### src/rtl/seg_decode_pkg.sv
// Character codes, active-low segment patterns (hgfedcba) and the pattern-to-character decoder.
package seg_decode_pkg;

    typedef enum logic [4:0] {
        CH_0 = 5'd0,  CH_1 = 5'd1,  CH_2 = 5'd2,  CH_3 = 5'd3,
        CH_4 = 5'd4,  CH_5 = 5'd5,  CH_6 = 5'd6,  CH_7 = 5'd7,
        CH_8 = 5'd8,  CH_9 = 5'd9,  CH_A = 5'd10, CH_B = 5'd11,
        CH_C = 5'd12, CH_D = 5'd13, CH_E = 5'd14, CH_F = 5'd15,
        CH_H = 5'd16, CH_I = 5'd17, CH_P = 5'd18, CH_BLANK = 5'd19,
        CH_L = 5'd20, CH_MINUS = 5'd21, CH_UNDER = 5'd22, CH_UNKNOWN = 5'd31
    } char_t;

    localparam logic [7:0] SEG_0     = 8'b11000000;
    localparam logic [7:0] SEG_1     = 8'b11111001;
    localparam logic [7:0] SEG_2     = 8'b10100100;
    localparam logic [7:0] SEG_3     = 8'b10110000;
    localparam logic [7:0] SEG_4     = 8'b10011001;
    localparam logic [7:0] SEG_5     = 8'b10010010;
    localparam logic [7:0] SEG_6     = 8'b10000010;
    localparam logic [7:0] SEG_7     = 8'b11111000;
    localparam logic [7:0] SEG_8     = 8'b10000000;
    localparam logic [7:0] SEG_9     = 8'b10010000;
    localparam logic [7:0] SEG_A     = 8'b10001000;
    localparam logic [7:0] SEG_B     = 8'b10000011;
    localparam logic [7:0] SEG_C     = 8'b11000110;
    localparam logic [7:0] SEG_D     = 8'b10100001;
    localparam logic [7:0] SEG_E     = 8'b10000110;
    localparam logic [7:0] SEG_F     = 8'b10001110;
    localparam logic [7:0] SEG_H     = 8'b10001011;
    localparam logic [7:0] SEG_I     = 8'b11001111;
    localparam logic [7:0] SEG_P     = 8'b10001100;
    localparam logic [7:0] SEG_BLANK = 8'hFF;
    localparam logic [7:0] SEG_L     = 8'b11000111;
    localparam logic [7:0] SEG_MINUS = 8'b10111111;
    localparam logic [7:0] SEG_UNDER = 8'b11110111;

    // lit: gfedcba with 1 = segment lit; the table is kept in active-low form
    function automatic char_t seg_to_char(input logic [6:0] lit);
        logic [6:0] pat;
        char_t      ch;
        pat = ~lit;
        ch  = CH_UNKNOWN;
        case (pat)
            SEG_0[6:0]:     ch = CH_0;
            SEG_1[6:0]:     ch = CH_1;
            SEG_2[6:0]:     ch = CH_2;
            SEG_3[6:0]:     ch = CH_3;
            SEG_4[6:0]:     ch = CH_4;
            SEG_5[6:0]:     ch = CH_5;
            SEG_6[6:0]:     ch = CH_6;
            SEG_7[6:0]:     ch = CH_7;
            SEG_8[6:0]:     ch = CH_8;
            SEG_9[6:0]:     ch = CH_9;
            SEG_A[6:0]:     ch = CH_A;
            SEG_B[6:0]:     ch = CH_B;
            SEG_C[6:0]:     ch = CH_C;
            SEG_D[6:0]:     ch = CH_D;
            SEG_E[6:0]:     ch = CH_E;
            SEG_F[6:0]:     ch = CH_F;
            SEG_H[6:0]:     ch = CH_H;
            SEG_I[6:0]:     ch = CH_I;
            SEG_P[6:0]:     ch = CH_P;
            SEG_BLANK[6:0]: ch = CH_BLANK;
            SEG_L[6:0]:     ch = CH_L;
            SEG_MINUS[6:0]: ch = CH_MINUS;
            SEG_UNDER[6:0]: ch = CH_UNDER;
            default:        ch = CH_UNKNOWN;
        endcase
        return ch;
    endfunction

endpackage

### src/rtl/seven_seg_scan_decoder_if.sv
// Decoded-character output port: valid/ready handshake plus digit index, code and flags.
interface seven_seg_scan_decoder_if
    import seg_decode_pkg::*;
#(
    parameter int unsigned N_DIGITS = 6
);
    localparam int unsigned DW = (N_DIGITS > 1) ? $clog2(N_DIGITS) : 1;

    logic          out_valid;
    logic          out_ready;
    logic [DW-1:0] out_digit;
    char_t         out_code;
    logic          out_dp;
    logic          out_unknown;

    modport master (output out_valid, out_digit, out_code, out_dp, out_unknown, input out_ready);
    modport slave  (input out_valid, out_digit, out_code, out_dp, out_unknown, output out_ready);
endinterface

### src/rtl/seg_bus_settle.sv
// Synchronises the raw display bus, normalises polarity and strobes one capture per settled dwell.
module seg_bus_settle #(
    parameter int unsigned N_DIGITS       = 6,
    parameter int unsigned SETTLE_CYCLES  = 16,
    parameter bit          SEG_ACTIVE_LOW = 1'b1,
    parameter bit          DIG_ACTIVE_LOW = 1'b1
) (
    input  logic                clk,
    input  logic                rst_n,
    input  logic [7:0]          seg_in,
    input  logic [N_DIGITS-1:0] dig_in,
    output logic [7:0]          seg_c,
    output logic [N_DIGITS-1:0] dig_c,
    output logic                capture_c
);
    localparam int unsigned   BW      = N_DIGITS + 8;
    localparam int unsigned   CW      = $clog2(SETTLE_CYCLES);
    localparam logic [CW-1:0] CNT_MAX = CW'(SETTLE_CYCLES - 1);

    logic [BW-1:0] sync1_q, sync2_q, prev_q;
    logic [CW-1:0] cnt_q;
    logic          armed_q;
    logic          change_c;

    assign change_c  = (sync2_q != prev_q);
    assign capture_c = armed_q && (cnt_q == CNT_MAX);

    // armed survives reset so a bus already stable at release is still captured once
    always_ff @(posedge clk or negedge rst_n) begin
        if (!rst_n) begin
            sync1_q <= '0;
            sync2_q <= '0;
            prev_q  <= '0;
            cnt_q   <= '0;
            armed_q <= 1'b1;
        end else begin
            sync1_q <= {dig_in, seg_in};
            sync2_q <= sync1_q;
            prev_q  <= sync2_q;
            if (change_c)
                cnt_q <= '0;
            else if (cnt_q != CNT_MAX)
                cnt_q <= cnt_q + CW'(1);
            if (change_c)
                armed_q <= 1'b1;
            else if (capture_c)
                armed_q <= 1'b0;
        end
    end

    assign seg_c = SEG_ACTIVE_LOW ? ~prev_q[7:0]    : prev_q[7:0];
    assign dig_c = DIG_ACTIVE_LOW ? ~prev_q[BW-1:8] : prev_q[BW-1:8];

endmodule

### src/rtl/seven_seg_scan_decoder.sv
// Reads a multiplexed 7-segment bus back into character codes on a one-entry valid/ready buffer.
// Optional SEVEN_SEG_DECODER_CHANGE_ONLY_EN: emit a digit only when it differs from its last capture.
module seven_seg_scan_decoder
    import seg_decode_pkg::*;
#(
    parameter int unsigned N_DIGITS       = 6,
    parameter int unsigned SETTLE_CYCLES  = 16,
    parameter bit          SEG_ACTIVE_LOW = 1'b1,
    parameter bit          DIG_ACTIVE_LOW = 1'b1
) (
    input  logic                     clk,
    input  logic                     rst_n,
    input  logic [7:0]               seg_in,
    input  logic [N_DIGITS-1:0]      dig_in,
    seven_seg_scan_decoder_if.master dout,
    output logic                     multi_sel,
    output logic                     overrun
);
    localparam int unsigned DW = (N_DIGITS > 1) ? $clog2(N_DIGITS) : 1;
    localparam int unsigned NW = $clog2(N_DIGITS + 1);

    logic [7:0]          seg_c;
    logic [N_DIGITS-1:0] dig_c;
    logic                capture_c;
    logic [NW-1:0]       n_en_c;
    logic [DW-1:0]       idx_c;
    char_t               code_c;
    logic                qual_c, emit_c;

    logic          valid_q, valid_d, dp_q, dp_d, unk_q, unk_d;
    logic          multi_q, multi_d, ovr_q, ovr_d;
    logic [DW-1:0] digit_q, digit_d;
    char_t         code_q, code_d;

    seg_bus_settle #(
        .N_DIGITS       (N_DIGITS),
        .SETTLE_CYCLES  (SETTLE_CYCLES),
        .SEG_ACTIVE_LOW (SEG_ACTIVE_LOW),
        .DIG_ACTIVE_LOW (DIG_ACTIVE_LOW)
    ) u_settle (
        .clk       (clk),
        .rst_n     (rst_n),
        .seg_in    (seg_in),
        .dig_in    (dig_in),
        .seg_c     (seg_c),
        .dig_c     (dig_c),
        .capture_c (capture_c)
    );

    // count enabled digits and remember the index of the (last) one
    always_comb begin
        n_en_c = '0;
        idx_c  = '0;
        for (int unsigned i = 0; i < N_DIGITS; i++) begin
            if (dig_c[i]) begin
                n_en_c = n_en_c + NW'(1);
                idx_c  = DW'(i);
            end
        end
    end

    assign code_c = seg_to_char(seg_c[6:0]);
    assign qual_c = capture_c && (n_en_c == NW'(1));

`ifdef SEVEN_SEG_DECODER_CHANGE_ONLY_EN
    logic [N_DIGITS-1:0] sh_valid_q, sh_dp_q;
    char_t               sh_code_q [N_DIGITS];

    // shadow follows every qualified capture, even one the full buffer drops
    always_ff @(posedge clk or negedge rst_n) begin
        if (!rst_n) begin
            sh_valid_q <= '0;
            sh_dp_q    <= '0;
            for (int unsigned i = 0; i < N_DIGITS; i++)
                sh_code_q[i] <= CH_0;
        end else if (qual_c) begin
            sh_valid_q[idx_c] <= 1'b1;
            sh_dp_q[idx_c]    <= seg_c[7];
            sh_code_q[idx_c]  <= code_c;
        end
    end

    assign emit_c = qual_c && (!sh_valid_q[idx_c] || (sh_dp_q[idx_c] != seg_c[7]) ||
                               (sh_code_q[idx_c] != code_c));
`else
    assign emit_c = qual_c;
`endif

    // one-entry buffer: accept frees it, a capture on the accept cycle refills it
    always_comb begin
        valid_d = valid_q;
        digit_d = digit_q;
        code_d  = code_q;
        dp_d    = dp_q;
        unk_d   = unk_q;
        multi_d = capture_c && (n_en_c > NW'(1));
        ovr_d   = 1'b0;
        if (valid_q && dout.out_ready)
            valid_d = 1'b0;
        if (emit_c) begin
            if (!valid_q || dout.out_ready) begin
                valid_d = 1'b1;
                digit_d = idx_c;
                code_d  = code_c;
                dp_d    = seg_c[7];
                unk_d   = (code_c == CH_UNKNOWN);
            end else begin
                ovr_d = 1'b1;
            end
        end
    end

    always_ff @(posedge clk or negedge rst_n) begin
        if (!rst_n) begin
            valid_q <= 1'b0;
            digit_q <= '0;
            code_q  <= CH_0;
            dp_q    <= 1'b0;
            unk_q   <= 1'b0;
            multi_q <= 1'b0;
            ovr_q   <= 1'b0;
        end else begin
            valid_q <= valid_d;
            digit_q <= digit_d;
            code_q  <= code_d;
            dp_q    <= dp_d;
            unk_q   <= unk_d;
            multi_q <= multi_d;
            ovr_q   <= ovr_d;
        end
    end

    assign dout.out_valid   = valid_q;
    assign dout.out_digit   = digit_q;
    assign dout.out_code    = code_q;
    assign dout.out_dp      = dp_q;
    assign dout.out_unknown = unk_q;
    assign multi_sel        = multi_q;
    assign overrun          = ovr_q;

endmodule

### src/flat_wrapper.sv
// flat-port wrapper written by rule: the top's interface ports become plain ports
module seven_seg_scan_decoder_flat import seg_decode_pkg::*;
#(
    parameter int unsigned N_DIGITS       = 6,
    parameter int unsigned SETTLE_CYCLES  = 16,
    parameter bit          SEG_ACTIVE_LOW = 1'b1,
    parameter bit          DIG_ACTIVE_LOW = 1'b1
)
  (clk, rst_n, seg_in, dig_in, multi_sel, overrun, dout_out_valid, dout_out_digit, dout_out_code, dout_out_dp, dout_out_unknown, dout_out_ready);
  seven_seg_scan_decoder_if #(.N_DIGITS(N_DIGITS)) dout_i ();
  input  logic clk;
  input  logic rst_n;
  input  logic [7:0] seg_in;
  input  logic [N_DIGITS-1:0] dig_in;
  output logic multi_sel;
  output logic overrun;
  output wire logic [$bits(dout_i.out_valid)-1:0] dout_out_valid;
  output wire logic [$bits(dout_i.out_digit)-1:0] dout_out_digit;
  output wire logic [$bits(dout_i.out_code)-1:0] dout_out_code;
  output wire logic [$bits(dout_i.out_dp)-1:0] dout_out_dp;
  output wire logic [$bits(dout_i.out_unknown)-1:0] dout_out_unknown;
  input wire logic [$bits(dout_i.out_ready)-1:0] dout_out_ready;
  assign dout_out_valid = dout_i.out_valid;
  assign dout_out_digit = dout_i.out_digit;
  assign dout_out_code = dout_i.out_code;
  assign dout_out_dp = dout_i.out_dp;
  assign dout_out_unknown = dout_i.out_unknown;
  assign dout_i.out_ready = dout_out_ready;
  seven_seg_scan_decoder #(.N_DIGITS(N_DIGITS), .SETTLE_CYCLES(SETTLE_CYCLES), .SEG_ACTIVE_LOW(SEG_ACTIVE_LOW), .DIG_ACTIVE_LOW(DIG_ACTIVE_LOW)) u_core (.clk(clk), .rst_n(rst_n), .seg_in(seg_in), .dig_in(dig_in), .dout(dout_i), .multi_sel(multi_sel), .overrun(overrun));
endmodule
### config.mk
export PLATFORM = sky130hd
export DESIGN_NAME = seven_seg_scan_decoder_flat
export DESIGN_NICKNAME = d
export VERILOG_FILES = /design/src/rtl/seg_decode_pkg.sv /design/src/rtl/seven_seg_scan_decoder_if.sv /design/src/rtl/seg_bus_settle.sv /design/src/rtl/seven_seg_scan_decoder.sv /design/src/flat_wrapper.sv
export SDC_FILE = /design/constraint.sdc
export NUM_CORES = 1
export LEC_CHECK = 0
export CAP_MARGIN = 10
export CORE_MARGIN = 4
export CORE_UTILIZATION = 32
export CTS_CLUSTER_DIAMETER = 80
export DETAILED_ROUTE_END_ITERATION = 8
export PLACE_DENSITY = 0.52
export SYNTH_ARGS = -nofsm -noshare
export SYNTH_HDL_FRONTEND = slang
export SYNTH_SLANG_ARGS = --single-unit
export TNS_END_PERCENT = 10
### constraint.sdc
create_clock -name clk -period 5.3 [get_ports clk]
set_clock_uncertainty 0.15 [all_clocks]
set_input_delay 1.06 -clock clk [delete_from_list [all_inputs] [get_ports clk]]
set_output_delay 1.06 -clock clk [all_outputs]
set_load 0.02 [all_outputs]
### Word-level counts from Yosys, hierarchy flattened

Cells that the tools add are included.

| operators by class | value |
|---|---|
| bitwise gates (word level) | 3 |
| equal/unequal tests | 27 |
| mux-type cells | 21 |
| order comparisons | 1 |
| add/sub/neg operators | 6 |
| reductions and logical operators | 10 |

Operator list:

| cell | count |
|---|---|
| $pmux W5 S23 | 1 |
| $eq A7 B7 Y1 const B | 8 |
| $eq A7 B4 Y1 const B | 4 |
| $eq A7 B6 Y1 const B | 4 |
| $eq A7 B5 Y1 const B | 3 |
| $mux W3 | 7 |
| $eq A7 B2 Y1 const B | 2 |
| $ne A14 B14 Y1 | 1 |
| $add A3 B1 Y3 const B | 4 |
| $mux W1 | 9 |
| $mux W4 | 2 |
| $not A8 Y8 | 1 |
| $eq A7 B3 Y1 const B | 1 |
| $logic_not A7 Y1 | 1 |
| $not A7 Y7 | 1 |
| $not A6 Y6 | 1 |
| $eq A5 B5 Y1 const B | 1 |
| $add A4 B1 Y4 const B | 1 |
| $eq A4 B4 Y1 const B | 1 |
| $logic_and A1 B1 Y1 | 4 |
| $mux W2 | 2 |
| $ne A4 B4 Y1 const B | 1 |
| $reduce_bool A2 Y1 | 2 |
| $eq A3 B1 Y1 const B | 1 |
| 5 further kinds | 5 |

| word-level totals | value |
|---|---|
| input bits | 17 |
| word-level logic and storage cells | 80 |
| bits in registers | 60 |
| output and inout bits | 13 |

### Logic depth before layout (Yosys ltp)

| logic depth | value |
|---|---|
| depth after elaboration | 15 |
| gate-level depth with buffers | 15 |

### Cells and area by module

From an unflattened synthesis, not the netlist that was laid out.

| second synthesis, totals | value |
|---|---|
| cells, all modules | 254 |
| area total of the unflattened synthesis | 2827.7 µm² |

By module, submodules not included:

| module | seq. area each (µm²) | cells each | area an instance (µm²) | instances |
|---|---|---|---|---|
| seg_bus_settle | 1177.4 | 97 | 1481.4 | 1 |
| seven_seg_scan_decoder | 325.3 | 157 | 1346.3 | 1 |

### Worst setup path before layout

Ideal clock, no wire load.

| path | value |
|---|---|
| path type | reg2reg |
| start point | register u_core.u_settle.prev_q[8] |
| end point | register u_core.code_q[0], in the netlist u_core.dout.out_code[0] |
| slack | 1.698 ns |
| stages on the path, launching flop included | 14 |
| buffers on the path | 0 |
| clock period less this slack | 3.602 ns |
| data arrival time | 3.326 ns |
| path through | dfrtp_1 inv_1 ha_1 xnor2_1 ha_1 nor2_1 a21oi_1 a2111o_1 o211ai_1 ha_1 or3_1 o211ai_2 nand4_4 mux2_4 |

| between the ends | value |
|---|---|
| word-level cells in the longest chain between the ends | 15 |

Ends and longest elaborated chain:

| what | RTL line | source |
|---|---|---|
| start, declared | seg_bus_settle.sv:20 | `logic [BW-1:0] sync1_q, sync2_q, prev_q;` |
| start signal, assigned | seg_bus_settle.sv:39 | `prev_q <= sync2_q;` |
| $not A6 Y6 (*) | seg_bus_settle.sv:52 | `assign dig_c = DIG_ACTIVE_LOW ? ~prev_q[BW-1:8] : prev_q[BW-1:8];` |
| $mux W1 (*) | seven_seg_scan_decoder.sv:55 | `if (dig_c[i]) begin` |
| $add A1 B1 Y2 | seven_seg_scan_decoder.sv:56 | `n_en_c = n_en_c + NW'(1);` |
| $mux W3 (*) | seven_seg_scan_decoder.sv:55 |  |
| $add A3 B1 Y3 | seven_seg_scan_decoder.sv:56 |  |
| $mux W3 (*) | seven_seg_scan_decoder.sv:55 |  |
| $add A3 B1 Y3 | seven_seg_scan_decoder.sv:56 |  |
| $mux W3 (*) | seven_seg_scan_decoder.sv:55 |  |
| $add A3 B1 Y3 | seven_seg_scan_decoder.sv:56 |  |
| $mux W3 (*) | seven_seg_scan_decoder.sv:55 |  |
| $add A3 B1 Y3 | seven_seg_scan_decoder.sv:56 |  |
| $mux W3 (*) | seven_seg_scan_decoder.sv:55 |  |
| $eq A3 B1 Y1 (*) | seven_seg_scan_decoder.sv:63 | `assign qual_c = capture_c && (n_en_c == NW'(1));` |
| $logic_and A1 B1 Y1 (*) | seven_seg_scan_decoder.sv:63 |  |
| $reduce_and A2 Y1 (no source line) (*) | - |  |
| end signal, assigned | seven_seg_scan_decoder.sv:125 | `code_q <= code_d;` |
| end, declared | seven_seg_scan_decoder.sv:33 | `char_t code_q, code_d;` |

Every way passes the cells marked *; elsewhere a longest branch is shown, timed or not.
A chain may end at the register's enable or synchronous reset.

### Worst setup path after layout

| path | value |
|---|---|
| start point | register u_core.u_settle.prev_q[9] |
| end point | register u_core.code_q[0], in the netlist u_core.dout.out_code[0] |

| between the ends | value |
|---|---|
| word-level cells in the longest chain between the ends | 13 |

Ends and longest elaborated chain:

| what | RTL line |
|---|---|
| $not A6 Y6 (*) | seg_bus_settle.sv:52 |
| $mux W3 (*) | seven_seg_scan_decoder.sv:55 |
| $add A3 B1 Y3 | seven_seg_scan_decoder.sv:56 |
| $mux W3 (*) | seven_seg_scan_decoder.sv:55 |
| $add A3 B1 Y3 | seven_seg_scan_decoder.sv:56 |
| $mux W3 (*) | seven_seg_scan_decoder.sv:55 |
| $add A3 B1 Y3 | seven_seg_scan_decoder.sv:56 |
| $mux W3 (*) | seven_seg_scan_decoder.sv:55 |
| $add A3 B1 Y3 | seven_seg_scan_decoder.sv:56 |
| $mux W3 (*) | seven_seg_scan_decoder.sv:55 |
| $eq A3 B1 Y1 (*) | seven_seg_scan_decoder.sv:63 |
| $logic_and A1 B1 Y1 (*) | seven_seg_scan_decoder.sv:63 |
| $reduce_and A2 Y1 (no source line) (*) | - |

Marked as above.

==> run metrics <==
fin cells 414; Achievable Freq 0.243 GHz; Post-Synth Simple-Gate Area 16.5%; main combinational cell family by area after synthesis simple AND/OR/NAND/NOR gates; largest net degree at the start of global routing 61; # nets final 322; Post-Synthesis Cells 276; CTS tree yes; Area growth, synth to finish 18.2%; CTS Root Cell clkbuf_8; Die Wd 105 um; net count after synthesis 300; clock latency on the worst-skew pair 330 ps; area of the multi-input gates 0.00139 mm^2; wire per inst 13.6 um; max_slew headroom 50.4%; setup tns final 0 ps; Detailed Route WL 5.63 mm; Primary FF master, synth dfrtp_1; Async SR Flop Fraction 100%; Critical-path top delay cell ha_1; Synth Area in XOR/XNOR 6.65%; Rows 35; WP data required 5370 ps; Core ar. 0.00920 mm^2; P per Cell Area 286 mW/mm^2; Max Cap Viol 0; TritonCTS Sinks 60; Die ar. 0.0110 mm^2; commonest non-fill, non-tap cell in the layout dfrtp_1; postcts setup bufs 0; endpoints failing hold 0; CTS resizes 0; # diodes 0; #FFs+latches synth 60; Clock transition at path regs 80 ps; Fillers 920; Register Area 0.00150 mm^2; Tcrit/Tclk final 77.7%; Final Critical Period 4120 ps; via count 2071; Seq/Total Area, Yosys 49.9%; cell mode on critical path ha_1; Critical Path Source Type flop; Detailed Route Iter0 Violations 97; initial core utilization 32.7%; final setup fails 0; Setup crit end kind flop; mux contribution to synthesized area 5.99%; status completed; unrepaired setup endpoints after global routing false; Synth Cell Area 0.00301 mm^2; Ys Warns 0; Max Fanout on Critical Path 17; GRT Util Overall 10.6%; TritonCTS Buffers 9; Die Height 105 um; fin. max-slew vios 0; worst hold path type reg2reg; CP Data Arrival Time 4190 ps; Post-Synth Adder-Cell Area 2.91%; number of global-route vias before repair 1887; Cells after DPL 398; Pleak 1.53 nW; Antenna Nets Post-Route 0; DR DRC count 0; Yosys cell types 54; crit path cell chain inv_1, ha_1, xnor2_1, ha_1, nor2b_1, a211oi_1, a21oi_1, o211ai_1, ha_1, or3_1, o211ai_2, nand4_4, mux2_4; Post-synth EDFFs 0; Hold Buf Count CTS 0; layout cells sized above 1 11.6%; complex-gate fraction of the synthesized area 14.1%; worst slew pin tran 744 ps; DR vias/cell 5.00; # H-tree levels 3; max incr delay on CP 620 ps; global route total overflow 0; syn_area_per_cell 10.9 um^2; initial antenna violation count 0; maximum vdd ir drop 0.138 mV; hpwl dp 3.83 mm; global-route wire length before repair 9.43 mm; WS Path Type reg2reg; RePlAce Congestion 0.808; input/output buffers 29; IO Pins 30; Clock Tree Buf Depth 2; TritonRoute pass-1 iters 4; most frequent cells in the layout 59 x dfrtp_1, 28 x clkdlybuf4s50_1, 15 x nor2_1, 15 x nand3_1, 13 x nand2_1
==> metrics by stage <==
stage	power, mW	util [%]	area, um^2	worst slack [ps]	hold WS, ps
2_1_floorplan	0.582	-	3010	1700	181
3_3_place_gp	0.617	36.5	3360	1310	184
3_5_place_dp	0.619	36.5	3360	1180	185
4_1_cts	1.04	38.7	3560	1160	192
5_1_grt	1.07	38.7	3560	875	192
6_report	1.02	38.7	3560	1180	187
==> cell type report <==
type / count / area share (%)
flip-flops and latches: 60 / 42.2
multi-input cells: 187 / 39.0
repair buffers: 30 / 8.22
well taps: 111 / 3.90
clock buffers: 9 / 3.48
clock inverters: 7 / 2.11
inverters: 10 / 1.05
==> per-layer routing <==
| metal | track usage, % | vias to the layer above | routed length (um) |
|---|---|---|---|
| li1 | - | 1042 | - |
| met1 | 15.4 | 969 | 2870 |
| met2 | 14.7 | 52 | 2380 |
| met3 | 3.77 | 8 | 310 |
| met4 | 3.66 | 0 | 75 |
| met5 | 0 | - | 0 |
==> final timing paths <==
check	to	slack [ps]	cells after the start	start
setup / recovery	u_core.dout.out_code[0]	1180	13	u_core.u_settle.prev_q[9]
hold / removal	u_core.u_settle.sync2_q[5]	190	0	u_core.u_settle.sync1_q[5]
min in group asynchronous	u_core.u_settle.sync1_q[0]	700	2	rst_n
hold reg to reg	u_core.u_settle.sync2_q[5]	190	0	u_core.u_settle.sync1_q[5]
setup reg to reg	u_core.dout.out_code[0]	1180	13	u_core.u_settle.prev_q[9]
max in group asynchronous	u_core.multi_sel	3810	2	rst_n
==> Yosys cell counts (3+ instances only) <==
| cell type | instances | share of area [%] |
|---|---|---|
| a2111oi_0 | 3 | 0.87 |
| a211oi_1 | 4 | 1.0 |
| a21oi_1 | 9 | 1.5 |
| a31oi_1 | 8 | 1.7 |
| buf_2 | 4 | 0.67 |
| clkbuf_1 | 14 | 1.7 |
| dfrtp_1 | 59 | 49 |
| ha_1 | 7 | 2.9 |
| inv_1 | 10 | 1.2 |
| mux2_4 | 8 | 4.0 |
| mux2i_1 | 6 | 2.0 |
| nand2_1 | 13 | 1.6 |
| nand2b_1 | 5 | 1.0 |
| nand3_1 | 15 | 2.5 |
| nand3b_1 | 4 | 1.0 |
| nor2_1 | 15 | 1.9 |
| nor2b_1 | 4 | 0.83 |
| nor3_1 | 6 | 1.0 |
| nor3b_1 | 4 | 1.0 |
| nor4_1 | 3 | 0.62 |
| o211ai_1 | 6 | 1.5 |
| o21ai_0 | 7 | 1.2 |
| o21bai_1 | 3 | 0.75 |
| or3_1 | 3 | 0.62 |
| xnor2_1 | 11 | 3.2 |
| xor2_1 | 10 | 2.9 |
==> registers in the layout, summed over array words and instances, names as in the netlist <==
register,cells
u_core.dout.out_unknown,1
u_core.u_settle.cnt_q,4
u_core.dout.out_valid,1
u_core.u_settle.prev_q,14
u_core.dout.out_code,5
u_core.u_settle.sync2_q,14
u_core.overrun,1
u_core.u_settle.armed_q,1
u_core.dout.out_digit,3
u_core.multi_sel,1
u_core.u_settle.sync1_q,14
u_core.dout.out_dp,1
==> cells by family after synthesis <==
logic type / after synthesis
DFF: 60
xor gates and xnor gates: 22
buffers and inverters: 29
AOI/OAI and AO/OA: 58
and+or+nand+nor: 86
muxes: 14
adders and majority gates: 7
==> power by group <==
| part | internal (mW) | leakage (nW) | switching [mW] |
|---|---|---|---|
| combinational | 0.0528 | 0.697 | 0.0553 |
| clock | 0.219 | 0.104 | 0.188 |
| sequential | 0.474 | 0.727 | 0.0275 |
| total | 0.746 | 1.53 | 0.271 |
==> worst max-delay path: cells and delay by family, from the launching register on <==
family,cells,cell delay (ps)
adders and majority gates,3,1200
and+or+nand+nor,3,790
AOI/OAI and AO/OA,4,750
DFF,1,430
muxes,1,370
xor gates and xnor gates,1,220
buffers and inverters,1,90
Note: power is estimated with default switching activity, not from simulation.
